## config.mk

```make
export PLATFORM = sky130hd
export DESIGN_NAME = ffe_tap_scheduler
export DESIGN_NICKNAME = d
export VERILOG_FILES = /design/src/rtl/ffe_tap_scheduler.sv
export SDC_FILE = /design/constraint.sdc
export NUM_CORES = 1
export LEC_CHECK = 0
export BUFFER_PORTS_ARGS = -buffer_cell sky130_fd_sc_hd__buf_4
export CORE_ASPECT_RATIO = 1.5
export CORE_UTILIZATION = 50
export CTS_BUF_LIST = sky130_fd_sc_hd__clkbuf_8 sky130_fd_sc_hd__clkbuf_16
export DETAILED_ROUTE_END_ITERATION = 7
export GPL_ROUTABILITY_DRIVEN = 0
export PLACE_DENSITY_LB_ADDON = 0.1
export SYNTH_ARGS = -nofsm -noshare
export SYNTH_HDL_FRONTEND = slang
export SYNTH_SLANG_ARGS = --single-unit
```

## constraint.sdc

```tcl
create_clock -name ffe_clk -period 1.72 [get_ports ffe_clk]
set_clock_uncertainty 0.15 [all_clocks]
set_input_delay 0.086 -clock ffe_clk [delete_from_list [all_inputs] [get_ports ffe_clk]]
set_output_delay 0.086 -clock ffe_clk [all_outputs]
set_load 0.01 [all_outputs]
```

## src/rtl/ffe_tap_scheduler.sv

```systemverilog
// Tap sequencer and coefficient bank for the time-multiplexed FFE datapath.
// Define FFE_SCHED_SHADOW_EN for double-buffered coefficients with commit.
module ffe_tap_scheduler #(
  parameter int unsigned NUM_TAPS      = 4,
  parameter int unsigned TAP_IDX_WIDTH = 2,
  parameter int unsigned COEF_WIDTH    = 12
) (
  input  logic                         ffe_clk,
  input  logic                         rst,
  input  logic                         load,
  input  logic                         cfg_we,
  input  logic [TAP_IDX_WIDTH-1:0]     cfg_addr,
  input  logic signed [COEF_WIDTH-1:0] cfg_wdata,
  input  logic                         cfg_commit,
  input  logic                         ovf_clr,
  output logic                         shift_en,
  output logic [TAP_IDX_WIDTH-1:0]     tap_sel,
  output logic signed [COEF_WIDTH-1:0] coef,
  output logic                         acc_en,
  output logic                         acc_clr,
  output logic                         y_valid,
  output logic                         busy,
  output logic                         ovf,
  output logic                         commit_pending
);

  typedef enum logic {IDLE, RUN} state_t;
  typedef logic signed [COEF_WIDTH-1:0] coef_t;

  localparam coef_t                     COEF_ONE = coef_t'(1 << (COEF_WIDTH - 2));
  localparam logic [TAP_IDX_WIDTH-1:0]  LAST_TAP = TAP_IDX_WIDTH'(NUM_TAPS - 1);

  state_t                     state_q, state_d;
  logic [TAP_IDX_WIDTH-1:0]   tap_q, tap_d;
  logic                       acc_en_q, acc_en_d;
  logic                       acc_clr_q, acc_clr_d;
  logic                       y_valid_q, y_valid_d;
  logic                       ovf_q, ovf_d;
  coef_t                      coef_q;
  coef_t                      active_q [NUM_TAPS];
  coef_t                      active_d [NUM_TAPS];
  logic                       accept;
  logic                       at_last;

  assign at_last  = (state_q == RUN) && (tap_q == LAST_TAP);
  assign accept   = load && ((state_q == IDLE) || at_last);
  assign shift_en = accept;

  always_comb begin
    state_d   = state_q;
    tap_d     = tap_q;
    acc_en_d  = 1'b0;
    acc_clr_d = 1'b0;
    y_valid_d = at_last;
    if (accept) begin
      state_d   = RUN;
      tap_d     = '0;
      acc_en_d  = 1'b1;
      acc_clr_d = 1'b1;
    end else if (state_q == RUN) begin
      if (tap_q == LAST_TAP) begin
        state_d = IDLE;
        tap_d   = '0;
      end else begin
        tap_d    = tap_q + TAP_IDX_WIDTH'(1);
        acc_en_d = 1'b1;
      end
    end
  end

  // A dropped load sets ovf even if ovf_clr is asserted in the same cycle.
  always_comb begin
    ovf_d = ovf_q;
    if (load && !accept) begin
      ovf_d = 1'b1;
    end else if (ovf_clr) begin
      ovf_d = 1'b0;
    end
  end

`ifdef FFE_SCHED_SHADOW_EN
  coef_t shadow_q [NUM_TAPS];
  coef_t shadow_d [NUM_TAPS];
  logic  pend_q, pend_d;
  logic  commit_req;
  logic  do_copy;

  // Copies only at sample boundaries and from the pre-write shadow contents.
  assign commit_req = cfg_commit || pend_q;
  assign do_copy    = commit_req && ((state_q == IDLE) || at_last);

  always_comb begin
    shadow_d = shadow_q;
    active_d = active_q;
    pend_d   = commit_req && !do_copy;
    if (cfg_we) begin
      shadow_d[cfg_addr] = cfg_wdata;
    end
    if (do_copy) begin
      active_d = shadow_q;
    end
  end

  always_ff @(posedge ffe_clk or negedge rst) begin
    if (!rst) begin
      for (int unsigned i = 0; i < NUM_TAPS; i++) begin
        shadow_q[i] <= (i == 0) ? COEF_ONE : '0;
      end
      pend_q <= 1'b0;
    end else begin
      shadow_q <= shadow_d;
      pend_q   <= pend_d;
    end
  end

  assign commit_pending = pend_q;
`else
  logic unused_commit;

  assign unused_commit = cfg_commit;

  always_comb begin
    active_d = active_q;
    if (cfg_we) begin
      active_d[cfg_addr] = cfg_wdata;
    end
  end

  assign commit_pending = 1'b0;
`endif

  always_ff @(posedge ffe_clk or negedge rst) begin
    if (!rst) begin
      state_q   <= IDLE;
      tap_q     <= '0;
      acc_en_q  <= 1'b0;
      acc_clr_q <= 1'b0;
      y_valid_q <= 1'b0;
      ovf_q     <= 1'b0;
      coef_q    <= COEF_ONE;
      for (int unsigned i = 0; i < NUM_TAPS; i++) begin
        active_q[i] <= (i == 0) ? COEF_ONE : '0;
      end
    end else begin
      state_q   <= state_d;
      tap_q     <= tap_d;
      acc_en_q  <= acc_en_d;
      acc_clr_q <= acc_clr_d;
      y_valid_q <= y_valid_d;
      ovf_q     <= ovf_d;
      coef_q    <= active_d[tap_d];
      active_q  <= active_d;
    end
  end

  assign tap_sel = tap_q;
  assign coef    = coef_q;
  assign acc_en  = acc_en_q;
  assign acc_clr = acc_clr_q;
  assign y_valid = y_valid_q;
  assign busy    = (state_q == RUN);
  assign ovf     = ovf_q;

endmodule

```

## Word-level counts from Yosys, hierarchy flattened

Cells that the tools add are included.
Widths: inputs -> output; s select.

| word-level totals | value |
|---|---|
| register bits | 66 |
| bits of input ports | 20 |
| output and inout port bits | 21 |
| word-level logic and storage cells | 41 |

| cells by class | value |
|---|---|
| add/sub/neg operators | 1 |
| magnitude comparators | 3 |
| equality and inequality tests | 1 |
| mux-type cells | 16 |
| bitwise gates (word level) | 3 |
| reduce and logical (&&, ||, !) cells | 7 |

Operators by type and width:

| operator | number |
|---|---|
| $bwmux 48 | 1 |
| $mux 48 | 1 |
| $mux 12 | 3 |
| $bmux 12 s2 | 1 |
| $demux 12 s2 | 1 |
| $ge 3x3->1 const B | 2 |
| $mux 1 | 6 |
| $mux 2 | 3 |
| $not 2->3 | 2 |
| $logic_and 1x1->1 | 4 |
| $lt 3x1->1 const B | 1 |
| $add 2x1->2 const B | 1 |
| $eq 2x2->1 const B | 1 |
| $reduce_bool 2->1 | 1 |
| $logic_not 1->1 | 1 |
| $logic_or 1x1->1 | 1 |
| $not 1->1 | 1 |

## Longest topological paths before layout

Gate-level depths: netlist of the first run.

| logic depth | value |
|---|---|
| depth after elaboration | 10 |
| depth in mapped cells | 7 |
| depth with buffers taken out | 6 |

## Least setup slack after synthesis of the first run

No wires, ideal clock.

| path | value |
|---|---|
| path type | reg2reg |
| start point | register tap_q[0], in the netlist tap_sel[0] |
| end point | register coef_q[8], in the netlist coef[8] |
| library setup time | 126 ps |
| arrival | 1518 ps |
| setup slack | -74 ps |
| cell stages (with the launch flop) | 8 |
| period minus slack after synthesis | 1794 ps |
| path through | dfrtp_1 > ha_1 > a21oi_1 > a22oi_2 > inv_2 > buf_2 > mux2i_1 > mux2i_1 |

| on the way | value |
|---|---|
| cells in the longest elaborated chain, start to end | 9 |
| elaborated cells on any way between the ends | 12 |
| classes of those cells | add/sub (1); eq/ne (1); mux (6); bitwise (1); reduce/logical (3) |

RTL lines:

| element | RTL line | source |
|---|---|---|
| start, declared | 34 | `logic [TAP_IDX_WIDTH-1:0] tap_q, tap_d;` |
| start signal, assigned | 146 | `tap_q <= tap_d;` |
| branches (longest 4 deep; another with $add 2x1->2) | n/a |  |
| $mux 2 * | 55 | `if (accept) begin` |
| via tap_d[0] | 34 |  |
| $not 2->3 (not written as such) * | 151 | `coef_q <= active_d[tap_d];` |
| $bmux 12 s2 * | 151 |  |
| $mux 12 (not written as such) * (2 in a row) | 151 |  |
| end signal, assigned | 151 |  |
| end, declared | 39 | `coef_t coef_q;` |

Mark *: on every way through the listed nets, which the timed path passes. The select of a mux whose other input is x is not followed.
A chain may end at the register's enable or synchronous reset.

## Worst setup path in the final report of the first run

| path | value |
|---|---|
| start point | register tap_q[0], in the netlist tap_sel[0] |
| end point | register coef_q[4], in the netlist coef[4] |

| on the way | value |
|---|---|
| cells in the longest elaborated chain, start to end | 9 |
| elaborated cells on any way between the ends | 12 |
| classes of those cells | add/sub (1); eq/ne (1); mux (6); bitwise (1); reduce/logical (3) |

RTL lines:

| element | RTL line |
|---|---|
| branches (longest 4 deep; another with $add 2x1->2) | n/a |
| $mux 2 * | 55 |
| $not 2->3 (not written as such) * | 151 |
| $bmux 12 s2 * | 151 |
| $mux 12 (not written as such) * (2 in a row) | 151 |

Every way passes the cells marked *. The select of a mux whose other input is x is not followed.

==> summary.txt, run 1 <==
Run status
  – Status: complete, but fails checks
  – Failing checks: setup timing

Floorplanning
  – Starting density of the core: a little over half
  – Die ar.: between 0.005 and 0.006 mm^2
  – Die Width: between 60 and 70 um
  – FP Rows: 32
  – CORE AREA: between 0.005 and 0.006 mm^2
  – Die H: about 93 um
  – I/O pins: 41

Yosys
  – YS warnings: 0
  – Avg Inst Size Synth: around 14 um^2
  – Sequential area share after synthesis: 59.7%
  – Syn Std Cell Area: 0.00277 mm^2
  – Seq cells post-synth: between 60 and 70
  – Mapped Nets: 215
  – Cells after Synth: 194
  – Synth unique cells: 26

Detailed routing
  – Vias: around 1800
  – Vias per cell: ~5.3
  – DRT antenna net count: 0
  – WL per Instance: 17.0 um
  – # DRC: 0
  – Total wire length: 5790 um
  – DRT Pass-1 Iters: 4
  – Initial DRC count: a little over 60

Final layout
  – Most frequent cells in the layout: 64 x dfrtp_1, 47 x buf_4, 44 x mux2_2
  – Area Growth Syn to Fin: 35.7%
  – Final instance count without filler cells: 341
  – Layout cell share with drive strength beyond 1: between 50% and 60%
  – Core Util, Final: 71.7%
  – Final antenna diode count: 0
  – Most common cell after layout, fill and taps aside: dfrtp_1
  – Final net count: approximately 290

GRT
  – Total congestion overflow: 0
  – Largest net degree at the start of global routing: 41
  – Vias in the first global route: approximately 1900
  – GRT Util Overall: a little over a fifth
  – Antenna violations before repair: 0
  – First-pass GRT wire length: just over 9000 um

CTS
  – CTS Buf Count: 9
  – H-tree levels: 3
  – Reg clk slew, reported paths: around 70 ps
  – CTS sink count: 66
  – Clock tree buffer depth: 2
  – Clk Latency, worst-skew pair: 330 ps
  – CTS tree: built
  – CTS root buf: clkbuf_8

STA
  – Final setup viols: 6
  – RSZ-0062 raised after global routing: yes
  – Max-slew headroom: roughly 67%
  – Hold slack: approximately 110 ps
  – Final worst slack: -71.5 ps
  – Fin. Hold Viols: 0
  – Worst Tran Pin Value: 501 ps
  – Count of pins over their slew limit: 0
  – Max Clk Rate: around 560 MHz
  – Fin crit period: ~1800 ps
  – Final period util: 104%

Setup path
  – Crit. End Element: register
  – Critical Path Start Type: register
  – Reg2reg start: tap_sel[0]$_DFF_PN0_
  – Reg-to-reg slack, setup: -70 ps
  – Crit path required time: approximately 1800 ps
  – Crit Path Category: register to register
  – Highest net fanout along the worst path: 15
  – Worst Setup SP: tap_sel[0]$_DFF_PN0_
  – Crit path DAT: between 1500 and 2000 ps

Pwr
  – Pwr Density: 1690 mW/mm^2
  – Leakage: 1.69 nW
  – Worst vdd ir: between 0.0008 and 0.0009 V

Run
  – Max-cap viol count: 0

Placement
  – I/O Buffers: 38
  – Dpl hpwl: approximately 3600 um
  – Placed instance count: ~300

Worst hold path
  – Hold Path Class: input pin to async pin
==> state kept, by name, indices dropped and copies added, names as in the netlist <==
register and flops:
coef 12, tap_sel 2, acc_en 1, ovf 1, active_q 48, y_valid 1, acc_clr 1
==> logic make-up after synthesis <==
kind of cell / Yosys count / share of synthesized area (%)
compound gates: 4 / 1.31
fa+ha+maj: 1 / 0.451
buf+inv: 15 / 3.43
flops: 66 / 59.7
mux: 66 / 26.5
other cells: 1 / 0.135
simple gates: 41 / 8.44
==> path summary, 6_finish.rpt <==
path,endpoint,cells past startpoint
hold / removal,active_q[37]$_DFF_PN0_,2
min in group ffe_clk,active_q[40]$_DFF_PN0_,4
hold reg to reg,active_q[33]$_DFF_PN0_,1
max in group asynchronous,coef[8]$_DFF_PN0_,3
setup / recovery,coef[4]$_DFF_PN0_,6
setup reg to reg,coef[4]$_DFF_PN0_,6
==> what timing repair did <==
action / CTS / global route
cloned: 1 / 1
pin swaps: 4 / 6
gates resized for setup: 9 / 15
hold buffers: 16 / 0
hold endpoints to repair: 117 / 0
setup buffers: 3 / 2
endpoints found under the setup margin: 10 / 14
==> critical path, stage by stage, from the launching register on <==
cell and delay [ps]:
dfrtp_1 410, ha_4 260, a31oi_4 240, buf_6 160, clkinv_8 90, nor3_1 270
nor4_2 90
==> routing by layer <==
metal | vias to the layer above | track usage, % | share of wire [%] | wire, um
met2 | 40 | 38.4 | 56 | 3250
met5 | - | 0 | 0 | 0
met3 | 7 | 4.39 | 3.0 | 173
li1 | 848 | - | - | -
met4 | 0 | 11.0 | 1.4 | 80
met1 | 926 | 23.6 | 40 | 2290
==> through the flow <==
step | instance area (um^2) | total power (W) | setup slack [ps] | TNS, ps
after floorplan | 2790 | 0.00369 | 3.65 | 0
after global placement | 3250 | 0.00452 | -12.5 | -12.5
after detailed placement | 3250 | 0.00463 | -125 | -451
after CTS | 3650 | 0.00599 | -9.31 | -9.31
after global routing | 3760 | 0.00671 | -146 | -1060
final | 3760 | 0.00634 | -71.5 | -115
==> cell type report <==
cell class	instances	area, um^2
multi-input cells	113	1120
repair buffers	74	712
fillers	364	1490
inverters	4	27.5
well taps	68	85.1
clock buffers	10	138
clock inverters	6	26.3
flip-flops and latches	66	1650
==> where the power goes <==
| part | switching (W) | total, W | internal (W) |
|---|---|---|---|
| registers | 0.000138 | 0.00214 | 0.00200 |
| clock network | 0.000525 | 0.00106 | 0.000538 |
| logic | 0.00150 | 0.00314 | 0.00163 |
| total | 0.00217 | 0.00634 | 0.00417 |
==> cells in the mapped netlist <==
library cell | n | area share (%)
dfstp_2 | 2 | 1.9
nor3b_4 | 1 | 0.68
mux2_2 | 44 | 18
nand3b_1 | 2 | 0.54
nor3b_1 | 1 | 0.27
a22oi_2 | 1 | 0.45
buf_4 | 5 | 1.4
a21oi_1 | 1 | 0.18
and2_1 | 2 | 0.45
buf_2 | 4 | 0.72
nand3_1 | 1 | 0.18
inv_2 | 2 | 0.27
o22ai_1 | 1 | 0.23
nand2b_1 | 1 | 0.23
conb_1 | 1 | 0.14
mux2_4 | 4 | 2.2
nor3_1 | 24 | 4.3
mux2i_1 | 18 | 6.5
buf_6 | 2 | 0.81
nor4_1 | 6 | 1.4
dfrtp_1 | 64 | 58
ha_1 | 1 | 0.45
nand2_1 | 2 | 0.27
inv_1 | 2 | 0.27
a31oi_2 | 1 | 0.45
nor2_1 | 1 | 0.14
Power figures use the tool's default switching activity.
==> inputs of run 2 (changes only) <==
--- a/config.mk
+++ b/config.mk
@@ -5,9 +5,10 @@
 export SDC_FILE = /design/constraint.sdc
 export NUM_CORES = 1
 export LEC_CHECK = 0
+export ABC_AREA = 1
 export BUFFER_PORTS_ARGS = -buffer_cell sky130_fd_sc_hd__buf_4
 export CORE_ASPECT_RATIO = 1.5
-export CORE_UTILIZATION = 50
+export CORE_UTILIZATION = 52
 export CTS_BUF_LIST = sky130_fd_sc_hd__clkbuf_8 sky130_fd_sc_hd__clkbuf_16
 export DETAILED_ROUTE_END_ITERATION = 7
 export GPL_ROUTABILITY_DRIVEN = 0
==> summary.txt, run 2 <==
Floorplanning
  – Starting density of the core: 54.4% (+1.6 points)
  – I/O pins: 41 (unchanged)
  – Die H: 98.0 um (+5.2%)
  – Die Width: 66.0 um (+5.1%)
  – CORE AREA: 0.00587 mm^2 (+12%)
  – Die ar.: 0.00647 mm^2 (+11%)
  – FP Rows: 34 (+6.3%)

Yosys
  – Compound-gate portion of the synthesized area: 0.352% (-0.96 points)
  – Cells after Synth: 414 (+110%)
  – Mapped Nets: 435 (+100%)
  – Synth area leaders: dfrtp_1 50%, nand2_1 19%, nand3_1 8.1%, inv_1 7.6%, nand4_1 7.0%
  – Post-Synth Adder-Cell Area: 0.392% (-0.060 points)
  – Largest family of logic cells by synthesized area: simple AND/OR/NAND/NOR gates
  – Main synth FF type: dfrtp_1
  – Synth area leader: dfrtp_1
  – Seq cells post-synth: 66 (unchanged)
  – Syn Std Cell Area: 0.00320 mm^2 (+15%)
  – Top-count cell post-synth: nand2_1
  – Mux contribution to synthesized area: 0% (-27 points)
  – YS warnings: 0 (unchanged)
  – Commonest cells in the netlist: 160 x nand2_1, 65 x inv_1, 64 x dfrtp_1
  – Sequential area share after synthesis: 51.8% (-7.9 points)
  – Post-synthesis xor/xnor area fraction: 0% (unchanged)
  – Synth top area share: 50.1% (-7.7 points)
  – Synth unique cells: 17 (-35%)
  – Post-synth EDFFs: 0 (unchanged)
  – Avg Inst Size Synth: 7.72 um^2 (-46%)
  – Async S/R FF share, synth: 100% (unchanged)
  – Post-synthesis simple-gate area fraction: 34.5% (+26 points)

CTS
  – CTS root buf: clkbuf_8
  – Reg clk slew, reported paths: 70 ps (about the same)
  – Clock tree buffer depth: 2 (unchanged)
  – CTS sink count: 66 (unchanged)
  – Clk Latency, worst-skew pair: 340 ps (about the same)
  – H-tree levels: 3 (unchanged)
  – CTS tree: built
  – CTS Buf Count: 9 (unchanged)

Detailed routing
  – Vias: 2868 (+57%)
  – DR top layer: met4
  – Total wire length: 7780 um (+34%)
  – Post-Route M1 WL: 3200 um (+39%)
  – Initial DRC count: 207 (+240%)
  – Metal2 WL: 3960 um (+22%)
  – DRT antenna net count: 0 (unchanged)
  – WL per Instance: 14.0 um (-17%)
  – Vias per cell: 5.18 (-3.1%)
  – # DRC: 0 (unchanged)
  – Met3 wire len: 451 um (+160%)
  – DRT Pass-1 Iters: 5 (+1)

Pwr
  – Total power: 0.00593 W (-6.4%)
  – Leakage: 2.28 nW (+34%)
  – Pwr Density: 1500 mW/mm^2 (-11%)
  – Worst vdd ir: 0.000790 V (-11%)

GRT
  – Largest net degree at the start of global routing: 39 (-4.9%)
  – Antenna violations before repair: 0 (unchanged)
  – First-pass GRT wire length: 13400 um (+45%)
  – GRT Util Overall: 27.9% (+6.5 points)
  – Total congestion overflow: 0 (unchanged)
  – Vias in the first global route: 2859 (+47%)

STA
  – Final setup viols: 0 (-6)
  – RSZ-0062 raised after global routing: yes
  – Fin. Hold Viols: 0 (unchanged)
  – Post-route setup TNS: 0 ps (+115 ps)
  – Final period util: 96.4% (-7.8 points)
  – Fin crit period: 1660 ps (-134 ps)
  – Hold slack: 28.7 ps (-84.3 ps)
  – Max Clk Rate: 603 MHz (+8.1%)
  – Count of pins over their slew limit: 0 (unchanged)

Placement
  – I/O Buffers: 38 (unchanged)
  – Placed instance count: 521 (+72%)
  – Dpl hpwl: 5060 um (+39%)
  – Post-Place Cell Area: 0.00361 mm^2 (+11%)

Final layout
  – Final instance area: 0.00397 mm^2 (+5.5%)
  – Fill count: 508 (+40%)
  – Register area: 0.00166 mm^2 (about the same)
  – Max reg flops: 48 (unchanged)
  – Area occupied by multi-input gates: 0.00114 mm^2 (+1.8%)
  – Most common cell after layout, fill and taps aside: nand2_1
  – Final antenna diode count: 0 (unchanged)
  – Final instance count without filler cells: 554 (+62%)
  – Most frequent cells in the layout: 159 x nand2_1, 65 x inv_1, 63 x dfrtp_1
  – Layout cell share with drive strength beyond 1: 18.0% (-33 points)
  – Biggest register: active_q
  – Area Growth Syn to Fin: 24.2%
  – Final net count: 499 (+73%)

Worst hold path
  – Hold Path Class: input pin to register

Run status
  – Status: finished, final reports clean

Setup path
  – Crit path DAT: 1420 ps (-430 ps)
  – Crit path required time: 1480 ps (-300 ps)
  – Highest net fanout along the worst path: 3 (-12)
  – Crit Path Category: register to primary output
  – Critical Path Start Type: register
  – Crit. End Element: primary output

Run
  – Max-cap viol count: 0 (unchanged)
==> run 2: per-stage QoR <==
step	util (%)	setup WS (ps)
floorplan	-	75.8
global placement	61.4	126
detailed placement	61.4	78.1
CTS	67.3	61.7
global route	67.6	-17.7
finish	67.6	62.5
==> run 2: final cells by class <==
| cell class | count | share of cell area, % |
|---|---|---|
| Timing Repair Buffer | 78 | 16.5 |
| Sequential cell | 66 | 41.7 |
| Inverter | 69 | 6.59 |
| Tap cell | 72 | 2.27 |
| Multi-Input combinational cell | 254 | 28.7 |
| Clock inverter | 4 | 0.473 |
| Clock buffer | 11 | 3.82 |
==> run 2: cells by family after synthesis <==
kind of cell	Yosys count
adder cells (fa/ha/maj)	1
flip-flops	66
AO/OA/AOI/OAI	2
buffers and inverters	94
AND/OR/NAND/NOR	250
other	1
==> run 2: what timing repair did <==
| action | 4_1_cts | 5_1_grt |
|---|---|---|
| setup endpoints to repair | 1 | 14 |
| gates resized for setup | 1 | 5 |
| pin swaps | 0 | 1 |
| endpoints found under the hold margin | 114 | 0 |
| hold buffers | 17 | 0 |
| setup buffers | 0 | 1 |
==> run 2: critical path: stages (launching register included) <==
cell and delay (ps):
dfrtp_1 380, ha_1 190, inv_2 50, a21oi_2 190, buf_4 150, buf_4 110
==> run 2: where the power goes <==
| group | total [W] | internal, W | switching, W |
|---|---|---|---|
| Clock | 0.00115 | 0.000581 | 0.000569 |
| Combinational | 0.00267 | 0.00109 | 0.00158 |
| Sequential | 0.00211 | 0.00197 | 0.000140 |
==> run 2: routing by layer <==
metal | GRT usage, % | vias up
met5 | 0 | -
met3 | 6.07 | 15
met4 | 12.3 | 0
met2 | 45.7 | 98
li1 | - | 1421
met1 | 34.7 | 1334
==> run 2: path summary, 6_finish.rpt <==
check                                       startpoint                endpoint  slack, ps  cells after the start
worst max register to register    tap_sel[1]$_DFF_PN0_         ovf$_DFFE_PN0P_         80                      5
worst max-delay path              tap_sel[1]$_DFF_PN0_                shift_en         60                      5
worst min register to register  active_q[22]$_DFF_PN0_  active_q[22]$_DFF_PN0_        310                      2
min in group asynchronous                          rst        acc_en$_DFF_PN0_         60                      2
max in group asynchronous                          rst  active_q[46]$_DFF_PN1_        750                      3
worst min-delay path                       cfg_addr[1]  active_q[23]$_DFF_PN0_         30                      3
